$ cat src/rtl/fp_sigmoid_pkg.sv
// Shared types and constants for the sigmoid issue/retire stage.
package fp_sigmoid_pkg;

  localparam int unsigned TAG_MAX = 16;
  localparam int unsigned FP_MAX  = 80;

  typedef struct packed {
    logic               valid;
    logic               nan;
    logic [TAG_MAX-1:0] tag;
  } pipe_ent_t;

  // Exponent width for each supported operand format.
  function automatic int unsigned fp_exp_w(input int unsigned fpwid);
    case (fpwid)
      40:      return 10;
      64:      return 11;
      80:      return 15;
      default: return 8;
    endcase
  endfunction

  // Positive quiet NaN: all-ones exponent, mantissa MSB set, remaining bits clear.
  function automatic logic [FP_MAX-1:0] fp_qnan(input int unsigned fpwid);
    logic [FP_MAX-1:0] v;
    int unsigned       ew;
    v  = '0;
    ew = fp_exp_w(fpwid);
    for (int unsigned i = 0; i < ew; i++) v[fpwid-2-i] = 1'b1;
    v[fpwid-2-ew] = 1'b1;
    return v;
  endfunction

endpackage

$ cat src/rtl/fp_sigmoid_fifo.sv
// Show-ahead result FIFO; head entry is visible whenever the FIFO is not empty.
module fp_sigmoid_fifo #(
  parameter int unsigned W     = 36,
  parameter int unsigned DEPTH = 4
) (
  input  logic         clk,
  input  logic         rst,
  input  logic         i_wr,
  input  logic [W-1:0] i_wdat,
  input  logic         i_rd,
  output logic [W-1:0] o_rdat,
  output logic         o_empty
);

  localparam int unsigned AW = $clog2(DEPTH);
  localparam int unsigned PW = AW + 1;

  logic [W-1:0]  r_mem [DEPTH];
  logic [PW-1:0] r_wp;
  logic [PW-1:0] r_rp;
  logic          w_full;

  // Pointers carry one extra wrap bit to tell full from empty.
  assign o_empty = (r_wp == r_rp);
  assign w_full  = (r_wp[AW] != r_rp[AW]) && (r_wp[AW-1:0] == r_rp[AW-1:0]);
  assign o_rdat  = r_mem[r_rp[AW-1:0]];

  always_ff @(posedge clk) begin
    if (rst) begin
      r_wp <= '0;
      r_rp <= '0;
      for (int unsigned i = 0; i < DEPTH; i++) r_mem[i] <= '0;
    end else begin
      if (i_wr) begin
        r_mem[r_wp[AW-1:0]] <= i_wdat;
        r_wp                <= r_wp + PW'(1);
      end
      if (i_rd) r_rp <= r_rp + PW'(1);
    end
  end

  // Credit accounting upstream guarantees a write never lands on a full FIFO.
  always_ff @(posedge clk) begin
    if (!rst) assert (!(i_wr && w_full)) else $error("fp_sigmoid_fifo: write while full");
  end

endmodule

$ cat src/rtl/fp_sigmoid_issue.sv
// Valid/ready wrapper around the fixed-latency sigmoid unit with a credit-guarded result FIFO.
// Optional NaN bypass enabled by defining FPSIG_NAN_BYPASS_EN.
module fp_sigmoid_issue
  import fp_sigmoid_pkg::*;
#(
  parameter int unsigned FPWID   = 32,
  parameter int unsigned SIG_LAT = 3,
  parameter int unsigned TAGW    = 4,
  parameter int unsigned DEPTH   = 4
) (
  input  logic             clk,
  input  logic             rst,
  input  logic             req_v,
  output logic             req_rdy,
  input  logic [FPWID-1:0] req_a,
  input  logic [TAGW-1:0]  req_tag,
  output logic             sig_ce,
  output logic [FPWID-1:0] sig_a,
  input  logic [FPWID-1:0] sig_o,
  output logic             res_v,
  input  logic             res_rdy,
  output logic [FPWID-1:0] res_o,
  output logic [TAGW-1:0]  res_tag
);

  localparam int unsigned CW = $clog2(DEPTH) + 1;
  localparam int unsigned FW = FPWID + TAGW;

  logic [CW-1:0]    r_cnt;
  logic [FPWID-1:0] r_sig_a;
  pipe_ent_t        r_pipe [SIG_LAT+1];

  logic             w_acc;
  logic             w_pop;
  logic             w_nan;
  logic             w_empty;
  pipe_ent_t        w_last;
  logic [FPWID-1:0] w_res;
  logic [FW-1:0]    w_wdat;
  logic [FW-1:0]    w_rdat;

  assign req_rdy = !rst && (r_cnt < CW'(DEPTH));
  assign w_acc   = req_v && req_rdy;
  assign w_pop   = res_v && res_rdy;
  assign sig_ce  = 1'b1;
  assign sig_a   = r_sig_a;
  assign w_last  = r_pipe[SIG_LAT];

`ifdef FPSIG_NAN_BYPASS_EN
  localparam int unsigned       EW   = fp_exp_w(FPWID);
  localparam logic [FP_MAX-1:0] QNAN = fp_qnan(FPWID);

  assign w_nan = (&req_a[FPWID-2 -: EW]) && (|req_a[FPWID-2-EW:0]);
  assign w_res = w_last.nan ? {sig_o[FPWID-1], QNAN[FPWID-2:0]} : sig_o;
`else
  assign w_nan = 1'b0;
  assign w_res = sig_o;
`endif

  assign w_wdat = {TAGW'(w_last.tag), w_res};

  // Operand register and valid/tag shift pipe aligned to the unit's latency.
  always_ff @(posedge clk) begin
    if (rst) begin
      r_sig_a <= '0;
      for (int unsigned i = 0; i <= SIG_LAT; i++) r_pipe[i] <= '0;
    end else begin
      if (w_acc) r_sig_a <= req_a;
      r_pipe[0] <= '{valid: w_acc, nan: w_acc && w_nan, tag: TAG_MAX'(req_tag)};
      for (int unsigned i = 1; i <= SIG_LAT; i++) r_pipe[i] <= r_pipe[i-1];
    end
  end

  // Credits cover both in-flight and stored results.
  always_ff @(posedge clk) begin
    if (rst)                  r_cnt <= '0;
    else if (w_acc && !w_pop) r_cnt <= r_cnt + CW'(1);
    else if (!w_acc && w_pop) r_cnt <= r_cnt - CW'(1);
  end

  fp_sigmoid_fifo #(
    .W     (FW),
    .DEPTH (DEPTH)
  ) u_fifo (
    .clk     (clk),
    .rst     (rst),
    .i_wr    (w_last.valid),
    .i_wdat  (w_wdat),
    .i_rd    (w_pop),
    .o_rdat  (w_rdat),
    .o_empty (w_empty)
  );

  assign res_v   = !w_empty;
  assign res_o   = w_rdat[FPWID-1:0];
  assign res_tag = w_rdat[FW-1:FPWID];

endmodule

$ cat config.mk
export PLATFORM = sky130hd
export DESIGN_NAME = fp_sigmoid_issue
export DESIGN_NICKNAME = d
export VERILOG_FILES = /design/src/rtl/fp_sigmoid_pkg.sv /design/src/rtl/fp_sigmoid_fifo.sv /design/src/rtl/fp_sigmoid_issue.sv
export SDC_FILE = /design/constraint.sdc
export NUM_CORES = 1
export LEC_CHECK = 0
export ABC_AREA = 1
export BUFFER_PORTS_ARGS = -buffer_cell sky130_fd_sc_hd__clkbuf_2
export CAP_MARGIN = 40
export CORE_MARGIN = 2
export CORE_UTILIZATION = 60
export DETAILED_ROUTE_END_ITERATION = 10
export HOLD_SLACK_MARGIN = 0.1
export PLACE_DENSITY = 0.9
export SYNTH_ARGS = -nofsm -noshare
export SYNTH_HDL_FRONTEND = slang
export SYNTH_SLANG_ARGS = --single-unit
$ cat constraint.sdc
create_clock -name clk -period 12.25 [get_ports clk]
set_input_delay 2.45 -clock clk [delete_from_list [all_inputs] [get_ports clk]]
set_output_delay 2.45 -clock clk [all_outputs]
set_load 0.02 [all_outputs]
==> results.md, run 1 <==
* Most common cell after layout, fill and taps aside: nor2_1
* Fin crit share at 45.77%
* Hold Buf Count CTS at 0
* MaxCap Viol Count at 0
* CP Max Fanout at 26
* Most frequent cells in the layout: 216 x nor2_1, 144 x edfxtp_1, 141 x clkbuf_2
* Status: completed
* Cell Rows at 43
* Ant. Diodes at 0
* Layout area overhead at 16.69%
* Via density at 5.464
* Setup bufs post-CTS at 0
* Fraction of layout cells with a size suffix above 1 at 22.60%
* WS Path Type: input port to output pin
* LEAKAGE at 4.156 nW
* WL/cell at 15.61 um
* CTS tree: built
* Worst IR drop on VDD at 0.1055 mV
* Setup TNS at 0 ns
* Worst hold-check path type: flop to flop
* Slew Viols, Final at 0
* Vias in the first global route at 6,155
* Met3 routed WL at 1483 um
* Worst-path clk slew at 0.05 ns
* GR Overflow Total at 0
* # setup viols final at 0
* Clock buffer count from CTS at 21
* Synthesized area at 8457 sq um
* Unrepaired setup endpoints after global routing: false
* Latest clock arrival within the worst-skew pair at 0.48 ns
* CP Data Required Time at 9.80 ns
* DRT Wirelength at 17,790 um
* Antenna-violating nets left at 0
* Slew @ Worst Pin at 0.8825 ns
* Detailed Routing Iterations Pass 1 at 5
* M1 WL at 6821 um
* Synth top area cells: edfxtp_1 51%, dfxtp_1 15%, nor2_1 9.6%, o21ai_0 6.3%, nand2_1 3.6%
* Mean area per synthesized cell at 10.25 sq um
* Die H at 122.7 um
* Slew headroom at 40.96%
* Tot Pwr at 1.628 mW
* Initial core utilization at 61.16%
* Post-Syn Instances at 825
* Initial antenna violation count at 0
* Layout Nets at 1,024
* Max Used Layer: met4
* Die X at 122.7 um
* Die area at 15,060 sq um
* Skew final at 0.007690 ns
* # H-tree levels at 1
* Drt initial violations at 543
* PostCTS Resize Cnt at 0
* Ys Warns at 0
* Post-synth top area cell: edfxtp_1
* CORE AREA at 13,830 sq um
* Flops & latches, synth at 207
* First-pass GRT wire length at 28,580 um
* Pwr/cell area at 165.0 nW/um^2
* PortBufs at 141
* Synth unique cells at 31
* Seq/Total Area, Yosys at 66.05%
* Dpl hpwl at 10,980 um
* I/O pins at 143
* Synth Net Count at 901
* Min Tclk post-route at 5.607 ns
* Yosys top cell area share at 51.13%
* Overall Global Routing Usage at 24.11%
* DRC Markers at 0
* Largest net degree at the start of global routing at 74
* Clock Tree Buf Depth at 3
* Root Buffer: clkbuf_16
* Startpoint types: input port
* Crit end category: output pin
* DR vias at 6,229
* Final hold vios at 0
* Sink Count at 207
* Crit path DAT at 3.16 ns
* Fmax at 178.4 MHz
* WL met2 at 9024 um
* GP Congestion at 0.7596
-- worst paths after layout --
check	from	end	slack, ns	cells past startpoint
hold / removal	r_pipe[0][2]	r_pipe[0][20]	0.40	2
hold reg to reg	r_pipe[0][2]	r_pipe[0][20]	0.40	2
setup / recovery	rst	req_rdy	6.64	3
setup reg to reg	r_pipe[0][71]	u_fifo.r_mem[1][29]	9.18	6
-- stage by stage --
stage	setup slack (ns)	hold WS, ns	cell area (sq um)	util, %	cells
global route	6.570	0.4145	9868	71.37	1140
finish	6.643	0.3998	9868	71.37	1140
global placement	6.641	0.3887	9180	66.39	1101
CTS	6.629	0.3994	9868	71.37	1140
detailed placement	6.632	0.3917	9263	66.99	1105
floorplan	6.420	0.3883	8457	-	825
-- cell type report --
| type | instances | area, sq um |
|---|---|---|
| Tap cell | 180 | 225.2 |
| Clock inverter | 10 | 65.06 |
| Timing Repair Buffer | 150 | 825.8 |
| Multi-Input combinational cell | 498 | 2362 |
| Clock buffer | 25 | 540.5 |
| Sequential cell | 207 | 5587 |
| Fill cell | 943 | 3959 |
| Inverter | 70 | 262.8 |
-- state kept, by name, summed over array words and instances, names as in the netlist, named ones only --
register,cells
u_fifo.r_rp,3
u_fifo.r_wp,3
r_cnt,3
sig_a,32
u_fifo.r_mem,144
r_pipe,20
-- report_power, final --
part           switching, mW  leakage [nW]  internal (mW)
Clock                  0.238         0.290          0.332
Combinational          0.177          1.86         0.0790
Sequential            0.0171          2.01          0.785
-- synth_stat cells, drive strengths merged --
master,count
o21bai,1
xnor2,1
a21oi,6
o21ai,107
clkbuf,27
xor2,1
nor3,1
nand2,85
conb,1
nand3,5
nor2,248
o22ai,36
clkinv,1
dfxtp,63
nor3b,2
ha,3
buf,23
edfxtp,144
inv,69
fa,1
-- routing by layer --
layer,track usage [%],vias up
met5,0,-
met4,8.836,0
met3,5.297,45
met2,42.23,293
met1,29.25,2930
li1,-,2961
-- cell families (layout without fill, tap and decap cells) --
group                      after synthesis  count (layout)  share of synthesized area, %
and+or+nand+nor                        341             341                         17.34
DFF                                    207             207                         66.05
AOI/OAI and AO/OA                      150             150                         9.439
buffers and inverters                  120             255                         6.243
adders and majority gates                4               4                        0.6806
xor gates and xnor gates                 2               2                        0.2072
other                                    1               1                       0.04434
-- critical path, stage by stage --
cell and delay, ns:
clkbuf_2 0.33, nor2_1 0.18, clkbuf_2 0.19
(Power assumes the default switching activity.)
==> inputs of run 2 (changes only) <==
- CORE_UTILIZATION: 60 -> 56
- PLACE_DENSITY: 0.9 -> 0.86
- clock period: 12.25 -> 5.2 ns (I/O delays scaled with it)
==> results.md, run 2 (synthesized netlist as in run 1, its figures left out) <==
* Most frequent cells in the layout: 216 x nor2_1, 144 x edfxtp_1, 141 x clkbuf_2
* Cell Int Power at 2.947 mW (+150%)
* Final cell count without fillers at 1,150 (+0.88%)
* PortBufs at 141 (unchanged)
* Max reg flops at 144 (unchanged)
* Crit path DAT at 2.66 ns (-0.50 ns)
* Latest clock arrival within the worst-skew pair at 0.48 ns (about the same)
* GP Congestion at 0.7458 (-1.8%)
* Fmax at 270.2 MHz
* Storage element area at 5587 sq um (unchanged)
* Unrepaired setup endpoints after global routing: false
* Vias in the first global route at 6,144 (-0.18%)
* Min Tclk post-route at 3.701 ns
* Sink Count at 207 (unchanged)
* Initial core utilization at 57.75% (-3.4 points)
* Fin crit share at 71.18%
* Root Buffer: clkbuf_16
* Status: completed
* Die area at 16,100 sq um (+6.9%)
* Cell family with most CP delay: buffers and inverters
* Setup TNS at 0 ns (unchanged)
* Overall Global Routing Usage at 22.67% (-1.4 points)
* Slew @ Worst Pin at 0.8450 ns (-0.03748 ns)
* Layout area overhead at 18.45%
* I/O pins at 143 (unchanged)
* CP Max Fanout at 73 (+180%)
* Filler cell count at 1,074 (+14%)
* MaxCap Viol Count at 0 (unchanged)
* Worst path slowest cell: buf_4
* Drt initial violations at 537 (-1.1%)
* Biggest register: u_fifo.r_mem
* Worst path bufs/invs at 4 (+2)
* Hold Buf Count CTS at 0 (unchanged)
* Layout Nets at 1,028 (+0.39%)
* Reg power frac at 47.2% (-2.1 points)
* DRC Markers at 0 (unchanged)
* Gate power share at 15.2% (-0.5 points)
* Via density at 5.419 (-0.82%)
* Setup bufs post-CTS at 0 (unchanged)
* CP Data Required Time at 4.16 ns (-5.64 ns)
* Clock Tree Buf Depth at 3 (unchanged)
* DR vias at 6,232 (+0.048%)
* DRT Wirelength at 18,510 um (+4.0%)
* Die H at 126.9 um (+3.4%)
* Largest net degree at the start of global routing at 74 (unchanged)
* Fraction of layout cells with a size suffix above 1 at 23.73% (+1.1 points)
* Sw Share at 26.38% (-0.18 points)
* PostCTS Resize Cnt at 0 (unchanged)
* Antenna-violating nets left at 0 (unchanged)
* Pwr/cell area at 399.6 nW/um^2 (+140%)
* Worst hold-check path type: flop to flop
* Worst IR drop on VDD at 0.2537 mV (+140%)
* Psw at 1.056 mW (+140%)
* Die X at 126.9 um (+3.4%)
* Worst-path clk slew at 0.06 ns (about the same)
* # setup viols final at 0 (unchanged)
* Slew headroom at 43.58% (+2.6 points)
* WS Path Type: flop to output pin
* LEAKAGE at 4.238 nW (+2.0%)
* First-pass GRT wire length at 29,540 um (+3.4%)
* Clock share of power at 37.6% (+2.6 points)
* CORE AREA at 14,640 sq um (+5.9%)
* Placed insts at 1,113 (+0.72%)
* WL/cell at 16.09 um (+3.1%)
* CP cell instances: buf_4 -> inv_2 -> buf_12 -> o21ai_0 -> o22ai_1 -> clkbuf_2
* Detailed Routing Iterations Pass 1 at 5 (unchanged)
* Startpoint types: flop
* Tot Pwr at 4.003 mW (+150%)
* Area of the multi-input gates at 2362 sq um (unchanged)
* CTS tree: built
* Slew Viols, Final at 0 (unchanged)
* Most common cell after layout, fill and taps aside: nor2_1
* Cell Rows at 44 (+2.3%)
* Final hold vios at 0 (unchanged)
* Largest stage delay, worst path at 0.56 ns (+0.23 ns)
* # H-tree levels at 1 (unchanged)
* Clock buffer count from CTS at 21 (unchanged)
* Skew final at 0.009802 ns (+0.002112 ns)
* Crit end category: output pin
* GR Overflow Total at 0 (unchanged)
* Initial antenna violation count at 1 (+1)
* Dpl hpwl at 11,080 um (+0.89%)
## run 2: power by group through the flow
stage,clock network (mW),logic [mW],registers [mW]
floorplan,0,0.356,1.95
global placement,0,0.576,1.92
detailed placement,0,0.606,1.92
CTS,1.52,0.611,1.89
global route,1.59,0.664,1.90
finish,1.50,0.610,1.89
## run 2: area by class of cell
cell class	instances	share of cell area, %
antenna	1	0.02498
clock buffer	25	5.921
clock inverter	11	1.037
inverter	70	2.623
multi-input combinational	498	23.58
sequential	207	55.77
tap	184	2.298
timing repair buffer	154	8.743
## run 2: tightest hold or removal path: cells and delay by family, from the launching register on
kind,cells,cell delay (ns)
buffers and inverters,1,0.04
and+or+nand+nor,1,0.03
DFF,1,0.29
## run 2: final timing paths
kind | start | end | slack, ns | cells past startpoint
setup reg to reg | r_pipe[0][71] | u_fifo.r_mem[2][5] | 2.90 | 7
hold reg to reg | r_pipe[0][18] | r_pipe[0][36] | 0.40 | 2
hold / removal | r_pipe[0][18] | r_pipe[0][36] | 0.40 | 2
setup / recovery | flop | res_o[29] | 1.50 | 6
## run 2: metal layers
layer | global-route usage, % | wire (um) | vias to the layer above
li1 | - | - | 2979
met1 | 28.76 | 7282 | 2881
met2 | 39.22 | 9080 | 329
met3 | 4.850 | 1717 | 43
met4 | 7.175 | 429 | 0
met5 | 0 | 0 | -
## run 2: through the flow
stage               hold slack [ns]  cell area, sq um  util [%]  setup WS [ns]
CTS                          0.3993             10010     68.39          1.595
finish                       0.4015             10020     68.40          1.499
global placement             0.3888              9208     62.88          1.835
global route                 0.4248             10010     68.39          1.355
floorplan                    0.3883              8457         -         0.7799
detailed placement           0.3928              9318     63.63          1.899
==> inputs of run 3 (changes only) <==
- ABC_AREA: 1 -> 0
- PLACE_DENSITY: 0.86 -> 0.85
- clock period: 5.2 -> 3.5 ns (I/O delays scaled with it)
==> results.md, run 3 <==
* Min Tclk post-route at 2.942 ns
* Unrepaired setup endpoints after global routing: false
* CP Max Fanout at 21 (-71%)
* GR Util met2 at 39.29% (+0.073 points)
* Largest family of logic cells by synthesized area: simple AND/OR/NAND/NOR gates
* Worst-path clk slew at 0.06 ns (about the same)
* Most frequent cells in the layout: 144 x and2_1, 144 x edfxtp_1, 141 x clkbuf_2
* Synth Area in Adders at 0.6742% (-0.0064 points)
* Die area at 16,250 sq um (+0.92%)
* PortBufs at 141 (unchanged)
* Largest net degree at the start of global routing at 71 (-4.1%)
* Synth Net Count at 679 (-25%)
* Die H at 127.5 um (+0.46%)
* Synth top area cells: edfxtp_1 51%, dfxtp_1 15%, and2_1 11%, mux4_2 9.5%, nand2b_1 2.3%
* CP Data Required Time at 2.80 ns (-1.36 ns)
* Met3 GRT Util at 4.062% (-0.79 points)
* Setup bufs post-CTS at 0 (unchanged)
* WL/cell at 18.77 um (+17%)
* # H-tree levels at 1 (unchanged)
* LEAKAGE at 4.044 nW (-4.6%)
* Fin crit share at 84.05%
* PostCTS Resize Cnt at 0 (unchanged)
* Worst r2r src: u_fifo.r_wp[1]
* Crit path DAT at 2.24 ns (-0.42 ns)
* MaxCap Viol Count at 0 (unchanged)
* Fmax at 339.9 MHz
* Worst min-delay path startpoint: req_a[0]
* Mean area per synthesized cell at 14.16 sq um (+38%)
* Initial antenna violation count at 0 (-1)
* Setup TNS at 0 ns (unchanged)
* Antenna-violating nets left at 0 (unchanged)
* CTS tree: built
* Final cell count without fillers at 945 (-18%)
* R2r setup slk at 1.04 ns (-1.86 ns)
* Largest stage delay, worst path at 0.69 ns (+0.13 ns)
* Global routing's busiest layer: met2
* Fraction of layout cells with a size suffix above 1 at 30.38% (+6.7 points)
* Worst IR drop on VDD at 0.3644 mV (+44%)
* Layout Nets at 817 (-21%)
* Synth Flop Type: edfxtp_1
* DRC Markers at 0 (unchanged)
* FFs w/ async S/R, synth at 0% (unchanged)
* CP cell instances: buf_12 -> mux4_2 -> clkbuf_2
* I/O pins at 143 (unchanged)
* Worst hold-check path type: input port to flop
* Seq/Total Area, Yosys at 65.43% (-0.62 points)
* Hold Buf Count CTS at 0 (unchanged)
* Slew Viols, Final at 0 (unchanged)
* Latest clock arrival within the worst-skew pair at 0.49 ns (about the same)
* Post-Synth Simple-Gate Area at 17.95% (+0.61 points)
* Reg2Reg Depth at 9 (+2)
* Ys Warns at 0 (unchanged)
* Post-synth EDFFs at 144 (unchanged)
* Mux cell area share after synthesis at 9.732% (+9.7 points)
* WS Path Type: flop to output pin
* Cells on Worst Hold Path at 3 (+1)
* Met1 usage at 26.17% (-2.6 points)
* Skew final at 0.008636 ns (-0.001166 ns)
* Sink Count at 207 (unchanged)
* Post-synth top area cell: edfxtp_1
* Die X at 127.5 um (+0.46%)
* Clock Tree Buf Depth at 3 (unchanged)
* Drt initial violations at 401 (-25%)
* Hold endpoint: sig_a[0]
* Top post-synthesis cells by count: 144 x and2_1, 144 x edfxtp_1, 63 x dfxtp_1
* Via density at 5.544 (+2.3%)
* Final hold vios at 0 (unchanged)
* Clock buffer count from CTS at 22 (+4.8%)
* DRT Wirelength at 17,740 um (-4.2%)
* Filler cell count at 998 (-7.1%)
* Vias in the first global route at 5,545 (-9.7%)
* Cell family with most CP delay: flip-flops
* GP Congestion at 0.7805 (+4.7%)
* Worst path bufs/invs at 2 (-2)
* DR vias at 5,239 (-16%)
* Dpl hpwl at 10,850 um (-2.1%)
* First-pass GRT wire length at 28,150 um (-4.7%)
* Synthesized area at 8537 sq um (+0.95%)
* Worst path slowest cell: dfxtp_2
* Synth unique cells at 37 (+19%)
* Max reg flops at 144 (unchanged)
* Initial core utilization at 56.79% (-0.96 points)
* Cell Rows at 45 (+2.3%)
* Slew headroom at 55.19% (+12 points)
* Root Buffer: clkbuf_16
* Slew @ Worst Pin at 0.6721 ns (-0.1729 ns)
* Overall Global Routing Usage at 22.32% (-0.35 points)
* Flops & latches, synth at 207 (unchanged)
* R2r endpoint: r_cnt[2]
* GR Overflow Total at 0 (unchanged)
* Post-Syn Instances at 603 (-27%)
* Post-Synth XOR/XNOR Area at 1.026% (+0.82 points)
* Crit end category: output pin
* Status: completed
* Placed insts at 905 (-19%)
* # setup viols final at 0 (unchanged)
* Compound-Gate Fraction of Synth Area at 2.653% (-6.8 points)
* CORE AREA at 15,030 sq um (+2.7%)
* Pwr/cell area at 605.7 nW/um^2 (+52%)
* Biggest register: u_fifo.r_mem
* Ant. Diodes at 0 (-1)
* Yosys top cell area share at 50.65% (-0.48 points)
* Layout area overhead at 19.05%
* Detailed Routing Iterations Pass 1 at 5 (unchanged)
* Startpoint types: flop
-- run 3: area by class of cell --
| class | count | area, sq um | share of cell area, % |
|---|---|---|---|
| well taps | 188 | 235.2 | 2.314 |
| inverters | 3 | 11.26 | 0.1108 |
| repair buffers | 154 | 880.8 | 8.667 |
| clock inverters | 6 | 37.54 | 0.3693 |
| clock buffers | 34 | 666.9 | 6.562 |
| multi-input cells | 353 | 2744 | 27.00 |
| flip-flops and latches | 207 | 5588 | 54.98 |
-- run 3: where the power goes --
group | leakage, nW | switching (mW) | internal, mW
logic | 1.70 | 0.584 | 0.466
clock network | 0.342 | 0.899 | 1.31
registers | 2.01 | 0.130 | 2.76
total | 4.04 | 1.61 | 4.54
-- run 3: layer usage --
| layer | up-vias | part of all wire [%] |
|---|---|---|
| li1 | 2398 | - |
| met5 | - | 0 |
| met3 | 62 | 5.7 |
| met4 | 0 | 4.8 |
| met2 | 219 | 51 |
| met1 | 2560 | 38 |
-- run 3: how the worst max path moves through the flow --
| stage | start | endpoint | slack (ns) | depth (start not counted) |
|---|---|---|---|---|
| floorplan | rst | r_cnt[2] | 0.90 | 9 |
| global placement | rst | r_cnt[2] | 0.86 | 9 |
| detailed placement | rst | r_cnt[2] | 0.75 | 9 |
| CTS | flop | res_o[0] | 0.48 | 3 |
| global route | flop | res_o[0] | 0.42 | 3 |
| finish | flop | res_o[0] | 0.56 | 3 |
-- run 3: stage by stage --
| stage | util (%) | total power, mW | hold WS [ns] | instance area [sq um] | worst slack (ns) |
|---|---|---|---|---|---|
| global route | 67.61 | 6.386 | 0.3989 | 10160 | 0.4201 |
| detailed placement | 62.92 | 3.996 | 0.4223 | 9459 | 0.7489 |
| finish | 67.61 | 6.156 | 0.4057 | 10160 | 0.5582 |
| floorplan | - | 3.644 | 0.4138 | 8537 | 0.8963 |
| CTS | 67.61 | 6.203 | 0.3947 | 10160 | 0.4759 |
| global placement | 62.42 | 3.944 | 0.4170 | 9384 | 0.8563 |
-- run 3: worst min-delay path: cells and delay by family --
family | cells | cell delay, ns
AOI/OAI and AO/OA | 1 | 0.05
buffers and inverters | 1 | 0.08
and+or+nand+nor | 1 | 0.04
-- run 3: cell families (layout without fill, tap and decap cells) --
family,count (synthesis),in the layout
adders and majority gates,4,4
DFF,207,207
xor gates and xnor gates,10,10
muxes,38,38
other,1,1
and+or+nand+nor,258,258
AOI/OAI and AO/OA,42,42
buffers and inverters,43,197
